$ cat config.mk
export PLATFORM = sky130hd
export DESIGN_NAME = pc_fetch_ctrl
export DESIGN_NICKNAME = d
export VERILOG_FILES = /design/src/rtl/pc_fetch_ctrl.sv
export SDC_FILE = /design/constraint.sdc
export NUM_CORES = 1
export LEC_CHECK = 0
export CAP_MARGIN = 20
export CORE_AREA = 8 8 137 107
export DETAILED_ROUTE_END_ITERATION = 8
export DIE_AREA = 0 0 145 115
export PLACE_DENSITY = 0.85
export SLEW_MARGIN = 20
export SYNTH_ARGS = -nofsm -noshare
export SYNTH_HDL_FRONTEND = slang
export SYNTH_SLANG_ARGS = --single-unit
$ cat constraint.sdc
create_clock -name clk -period 5.7 [get_ports clk]
set_clock_uncertainty 0.2 [all_clocks]
set_input_delay 0.855 -clock clk [delete_from_list [all_inputs] [get_ports clk]]
set_output_delay 0.855 -clock clk [all_outputs]
set_load 0.01 [all_outputs]
$ cat src/rtl/pc_fetch_ctrl.sv
// pc_fetch_ctrl: instruction-fetch sequencer for a PC register that lives
// outside this block.
//
// The PC register self-increments by 4 when pc_write is low. This block
// drives pc_write high in every cycle and steers pc_next itself, so the PC
// only moves when the fetch sequence or a redirect says so.
//
// Configuration macro:
//   PC_MISALIGN_TRAP_EN  defined   : a misaligned jump/branch target redirects
//                                    to EXC_VECTOR and pulses misalign_trap.
//                        undefined : target bits [1:0] are forced to 00 and
//                                    misalign_trap is tied low.
//
// Ports:
//   clk, reset               clock; asynchronous active-high reset
//   pc_cur                   current PC register value
//   pc_write, pc_next        PC load enable (always 1) and load value
//   exc_valid                exception redirect to EXC_VECTOR (highest priority)
//   jump_valid, jump_target  jump redirect
//   br_valid, br_target      taken-branch redirect (lowest priority)
//   stall                    decode hazard; holds the fetched instruction
//   imem_req, imem_addr      memory request and address
//   imem_ready               memory accepts the request this cycle
//   imem_rvalid, imem_rdata  memory response
//   if_valid, if_instr, if_pc  instruction handed to decode
//   flush                    kills the younger instruction in decode
//   misalign_trap            misaligned redirect target trapped
//   dbg_state                current FSM state (BOOT=0, REQ=1, WAIT=2, STALL=3)
//
// Handshake: a request transfers in a cycle where imem_req and imem_ready are
// both 1; exactly one response (imem_rvalid for one cycle) follows in a later
// cycle, and imem_rvalid is only honoured while the FSM is in WAIT.
module pc_fetch_ctrl #(
  parameter int                    ADDR_WIDTH   = 32,
  parameter logic [ADDR_WIDTH-1:0] RESET_VECTOR = '0,
  parameter logic [ADDR_WIDTH-1:0] EXC_VECTOR   = ADDR_WIDTH'(32'h80)
) (
  input  logic                  clk,
  input  logic                  reset,
  input  logic [ADDR_WIDTH-1:0] pc_cur,
  output logic                  pc_write,
  output logic [ADDR_WIDTH-1:0] pc_next,
  input  logic                  exc_valid,
  input  logic                  jump_valid,
  input  logic [ADDR_WIDTH-1:0] jump_target,
  input  logic                  br_valid,
  input  logic [ADDR_WIDTH-1:0] br_target,
  input  logic                  stall,
  output logic                  imem_req,
  output logic [ADDR_WIDTH-1:0] imem_addr,
  input  logic                  imem_ready,
  input  logic                  imem_rvalid,
  input  logic [31:0]           imem_rdata,
  output logic                  if_valid,
  output logic [31:0]           if_instr,
  output logic [ADDR_WIDTH-1:0] if_pc,
  output logic                  flush,
  output logic                  misalign_trap,
  output logic [1:0]            dbg_state
);

  localparam logic [1:0] S_BOOT  = 2'd0;
  localparam logic [1:0] S_REQ   = 2'd1;
  localparam logic [1:0] S_WAIT  = 2'd2;
  localparam logic [1:0] S_STALL = 2'd3;

  logic [1:0]            state_q, state_d;
  logic                  discard_q, discard_d;
  logic [31:0]           instr_q;
  logic [ADDR_WIDTH-1:0] ipc_q;
  logic                  capture;

  logic                  redir;
  logic [ADDR_WIDTH-1:0] raw_tgt;
  logic [ADDR_WIDTH-1:0] redir_tgt;
  logic                  redir_trap;
  logic [ADDR_WIDTH-1:0] pc_plus4;

  // Wraps naturally at ADDR_WIDTH bits.
  assign pc_plus4  = pc_cur + ADDR_WIDTH'(4);
  assign pc_write  = 1'b1;
  assign dbg_state = state_q;
  assign redir     = exc_valid | jump_valid | br_valid;

  // Priority select: exception, then jump, then branch.
  always_comb begin
    raw_tgt = br_target;
    if (exc_valid)       raw_tgt = EXC_VECTOR;
    else if (jump_valid) raw_tgt = jump_target;
  end

`ifdef PC_MISALIGN_TRAP_EN
  // The exception vector is trusted; only jump/branch targets are checked.
  always_comb begin
    redir_trap = !exc_valid && (raw_tgt[1:0] != 2'b00);
    redir_tgt  = redir_trap ? EXC_VECTOR : raw_tgt;
  end
  assign misalign_trap = flush & redir_trap;
`else
  always_comb begin
    redir_trap = 1'b0;
    redir_tgt  = raw_tgt & ~ADDR_WIDTH'(3);
  end
  assign misalign_trap = redir_trap;
`endif

  always_comb begin
    state_d   = state_q;
    discard_d = discard_q;
    pc_next   = pc_cur;
    imem_req  = 1'b0;
    imem_addr = '0;
    if_valid  = 1'b0;
    if_instr  = '0;
    if_pc     = '0;
    flush     = 1'b0;
    capture   = 1'b0;
    case (state_q)
      S_BOOT: begin
        pc_next   = RESET_VECTOR;
        discard_d = 1'b0;
        state_d   = S_REQ;
      end
      S_REQ: begin
        imem_req  = 1'b1;
        imem_addr = pc_cur;
        if (imem_ready) state_d = S_WAIT;
        if (redir) begin
          pc_next = redir_tgt;
          flush   = 1'b1;
          // The request already accepted this cycle is for the old path.
          if (imem_ready) discard_d = 1'b1;
        end
      end
      S_WAIT: begin
        if (imem_rvalid) begin
          state_d = S_REQ;
          if (discard_q) begin
            // pc_cur already holds the redirect target; refetch it unchanged.
            discard_d = 1'b0;
          end else begin
            if_valid = 1'b1;
            if_instr = imem_rdata;
            if_pc    = pc_cur;
            if (!redir) begin
              if (stall) begin
                state_d = S_STALL;
                capture = 1'b1;
              end else begin
                pc_next = pc_plus4;
              end
            end
          end
          if (redir) begin
            pc_next = redir_tgt;
            flush   = 1'b1;
          end
        end else if (redir) begin
          pc_next   = redir_tgt;
          flush     = 1'b1;
          discard_d = 1'b1;
        end
      end
      S_STALL: begin
        if_valid = 1'b1;
        if_instr = instr_q;
        if_pc    = ipc_q;
        if (redir) begin
          pc_next = redir_tgt;
          flush   = 1'b1;
          state_d = S_REQ;
        end else if (!stall) begin
          pc_next = pc_plus4;
          state_d = S_REQ;
        end
      end
      default: state_d = S_BOOT;
    endcase
  end

  always_ff @(posedge clk or posedge reset) begin
    if (reset) begin
      state_q   <= S_BOOT;
      discard_q <= 1'b0;
      instr_q   <= '0;
      ipc_q     <= '0;
    end else begin
      state_q   <= state_d;
      discard_q <= discard_d;
      if (capture) begin
        instr_q <= imem_rdata;
        ipc_q   <= pc_cur;
      end
    end
  end

endmodule

== Yosys cells after proc, flatten, opt, wreduce, memory -nomap -nowiden ==
Cells that the tools add are included.
Word-level totals
  bits in registers: 67
  input port bits: 136
  output and inout bits: 135
  word-level logic and storage cells: 60
Operators by class
  $add $sub $neg: 1
  equality and inequality tests: 8
  mux-type cells: 40
  bitwise gates (word level): 2
  reduce and logical (&&, ||, !) cells: 5
Operator list (count)
  $mux 32: 13
  $pmux 32 s2: 2
  $pmux 32 s4: 1
  $add 32x3->32 const B: 1
  $mux 1: 14
  $mux 2: 7
  $pmux 2 s4: 1
  $ne 2x2->1 const B: 3
  $ne 3x3->1 const B: 2
  $eq 2x2->1 const B: 2
  $reduce_and 4->1: 1
  $pmux 1 s3: 1
  $reduce_and 3->1: 1
  $reduce_bool 3->1: 1
  $reduce_or 3->1: 1
  $eq 2x1->1 const B: 1
  $logic_not 2->1: 1
  $or 1x1->1: 2
  $pmux 1 s2: 1

== Longest topological paths before layout ==
  word-level depth: 6
  mapped depth: 10

== Worst setup path before layout ==
OpenSTA, ideal clock, no wires.
  path type: input -> output
  from: in pc_cur[12]
  to: out pc_next[29]
  arrival time: 2354 ps
  required time: 4645 ps
  slack: 2291 ps
  stages on the path: 7
  buffers on the path: 2
  path through: buf_2 nand3_1 or4_1 buf_2 nor4_2 o31ai_1 a211oi_1
Between the ends
  cells in the longest elaborated chain, start to end: 6
Ends and longest elaborated chain
  from (decl): line 40  | input logic [ADDR_WIDTH-1:0] pc_cur,
  $add 32x3->32 (*): line 80  | assign pc_plus4 = pc_cur + ADDR_WIDTH'(4);
  $mux 32 (*): line 146, 172
  $mux 32: line 138  | if (discard_q) begin
  $mux 32: line 154  | if (redir) begin
  $mux 32: line 136  | if (imem_rvalid) begin
  $pmux 32 s4 (*): line 118  | case (state_q)
  to (decl): line 42  | output logic [ADDR_WIDTH-1:0] pc_next,
Every way passes the cells marked *; elsewhere a longest branch is shown, timed or not.

== Final worst setup path ==
  from: in pc_cur[5]
  to: out pc_next[21]
The elaborated chain is that of the path after synthesis.

==> out/metrics.cfg <==
[critical_path]
r2r_cells = 7
crit_required_ps = 4640
critPathKind = in2out
timing.critical_path.mode_cell = clkdlybuf4s50_1
cp_num_buf_inv = 2
r2r-end = ipc_q[23]
path_depth = 7
r2r_start = dbg_state[0]
cp-end-kind = primary output
cp-start-kind = input port
cp_max_fo = 11
path_cells = clkdlybuf4s50_1, nand4_1, or4_1, nor4_1, o21ai_0, a21oi_1, clkdlybuf4s50_1
worst_ep_arrival_time_ps = 3780
slowest_delay_ps = 720
cp_slowest_cell = clkdlybuf4s50_1
rrSetupSlack_ps = 2590
crit_family = buffers and inverters

[clocking]
clkSlewWorstSetupHoldPaths_ps = 50
ctsHoldBuffers = 0
clk_latency_ps = 320
cts_num_sinks = 67
clock_path_buffers = 2
cts-resized-gates = 0
cts_tree = done
cts_buffers = 9
cts_setup_buffers = 0
htree_levels = 3
cts-root-buf = clkbuf_16

[synth]
synthTopCellsByArea = dfrtp_1 (31%), mux2_4 (16%), a22o_1 (10%)
synth_edf_count = 0
synthCells = 581
yosys.cell_types.count = 63
syn-cell-area_um2 = 5460
synth_most_common_cell = dfrtp_1
synth.avg_cell_area_um2 = 9.39
synth_seq_cells = 67
synthesis.nets = 724
synthTopCellsByCount = dfrtp_1 (67), a22o_1 (65), mux2_4 (59), a21oi_1 (39), nor2_1 (33)
synth_top_area_share_pct = 30.7
synth-main-ff-cell = dfrtp_1
ys_warn_count = 0
synth.yosys.seq_area_share_pct = 30.7
synth_area_leader_cell = dfrtp_1
async_reset_ff_share_pct = 100

[worst_hold_path]
min_path_cells = 2
holdPathEnd = ipc_q[21]
min_path_type = reg2reg
min_from = ipc_q[21]

[global_routing]
grtUsageTotal_pct = 24.7
antenna_found_initial = 0
grt_max_degree = 73
grt_pass1_wl_um = 33300
grt_pass1_vias = 5992
overflow = 0

[drt]
drtAntennaViolNets = 0
vias_per_cell = 5.99
drtIter0Drc = 535
drt_pass1_iterations = 5
finalWirelength_um = 21700
drcViolationCount = 0
wl_per_cell_um = 22.1
vias = 5882

[floorplanning]
fp.dieH_um = 115
core_area_um2 = 12600
io_pins = 271
num_rows = 36
dieWidth_um = 145
dieArea_um2 = 16700
initial_core_util_pct = 43.4

[sta]
finalSetupViolCount = 0
hold_viol = 0
setup_slack_ps = 865
worstMarginPinSlew_ps = 847
slew_viol_final = 0
relSlewSlack_pct = 43.5
period_share_pct = 84.8
fmax_ghz = 0.207
min_period_ps = 4840
rsz0062_at_grt = false
fin_tns_setup_ps = 0

[power]
vdd_drop_max_mv = 0.200
leakage_nw = 3.53
fin_total_pwr_mw = 2.85
power.density_nw_per_um2 = 338

[status]
outcome = complete, no violations

[place]
hpwl_um = 16400
io_buffer_count = 264
dp_worst_setup_slack_ps = 899
place_congestion = 0.911
dp_cells = 965

[layout]
nNetsFinal = 949
fin_cells = 982
antenna_cells = 0
layout-drive-gt1-share_pct = 12.1
syn2layout_area_growth_pct = 54.3

[job]
drv_cap = 0

==> layout by cell type (no fill, tap or decap), types with 7 or more instances in the layout <==
cell type        Yosys  routed
a21oi_1             39      39
a22o_1              65      65
a31oi_1             11      11
and2_1              31      31
buf_4                3      13
clkbuf_16            0       9
clkdlybuf4s50_1      0     264
dfrtp_1             67      67
inv_1               11      10
mux2_4              59      59
nand2_1             17      17
nand2b_1             7       7
nand3_1              7       7
nand4_1             12      12
nor2_1              33      33
nor3_1              16      16
nor4_1              12      12
o21ai_0             18      18
o21ai_1              8       8
o221ai_1            20      20
o22ai_1             11      11
==> tightest hold or removal path: cells and delay by family (launching register included) <==
kind | cells | cell delay, ps
simple gates | 1 | 50
flops | 1 | 340
compound gates | 1 | 70
==> registers in the layout (all words and copies together), names as in the netlist <==
| register | count |
|---|---|
| instr_q | 32 |
| dbg_state | 2 |
| discard_q | 1 |
| ipc_q | 32 |
==> layout make-up <==
class / count / area, µm²
Tap cell: 171 / 214
Timing Repair Buffer: 277 / 2740
Clock buffer: 12 / 246
Fill cell: 977 / 4150
Multi-Input combinational cell: 438 / 3420
Inverter: 13 / 48.8
Sequential cell: 67 / 1680
Clock inverter: 4 / 73.8
==> per-layer routing <==
metal | vias up | track usage [%] | wire, µm
met3 | 37 | 7.67 | 2350
met2 | 335 | 40.3 | 10100
met5 | - | 0 | 0
met1 | 2848 | 31.0 | 8800
met4 | 0 | 7.48 | 463
li1 | 2662 | - | -
==> per-stage QoR <==
stage | hold slack [ps] | util (%) | cell area [µm²]
2_1_floorplan | 256 | - | 5460
3_3_place_gp | 269 | 64.4 | 8090
3_5_place_dp | 281 | 64.4 | 8090
4_1_cts | 302 | 66.9 | 8410
5_1_grt | 324 | 67.0 | 8420
6_report | 303 | 67.0 | 8420
==> how the worst max path moves through the flow <==
stage | start | end
5_1_grt | pc_cur[5] | pc_next[21]
4_1_cts | pc_cur[5] | pc_next[21]
2_1_floorplan | pc_cur[12] | pc_next[29]
3_5_place_dp | pc_cur[5] | pc_next[21]
3_3_place_gp | pc_cur[5] | pc_next[20]
6_report | pc_cur[5] | pc_next[21]
==> power breakdown <==
part           internal, mW  switching [mW]
combinational         0.795           0.812
sequential            0.579          0.0735
clock                 0.395           0.196
==> cells by family after synthesis <==
| kind of cell | Yosys count | share of synthesized area, % |
|---|---|---|
| buffers and inverters | 76 | 6.69 |
| muxes | 63 | 17.0 |
| adders and majority gates | 7 | 1.60 |
| other | 2 | 0.138 |
| and+or+nand+nor | 164 | 17.1 |
| DFF | 67 | 30.7 |
| AOI/OAI and AO/OA | 200 | 26.4 |
| xor gates and xnor gates | 2 | 0.321 |
Note: power is estimated with default switching activity, not from simulation.
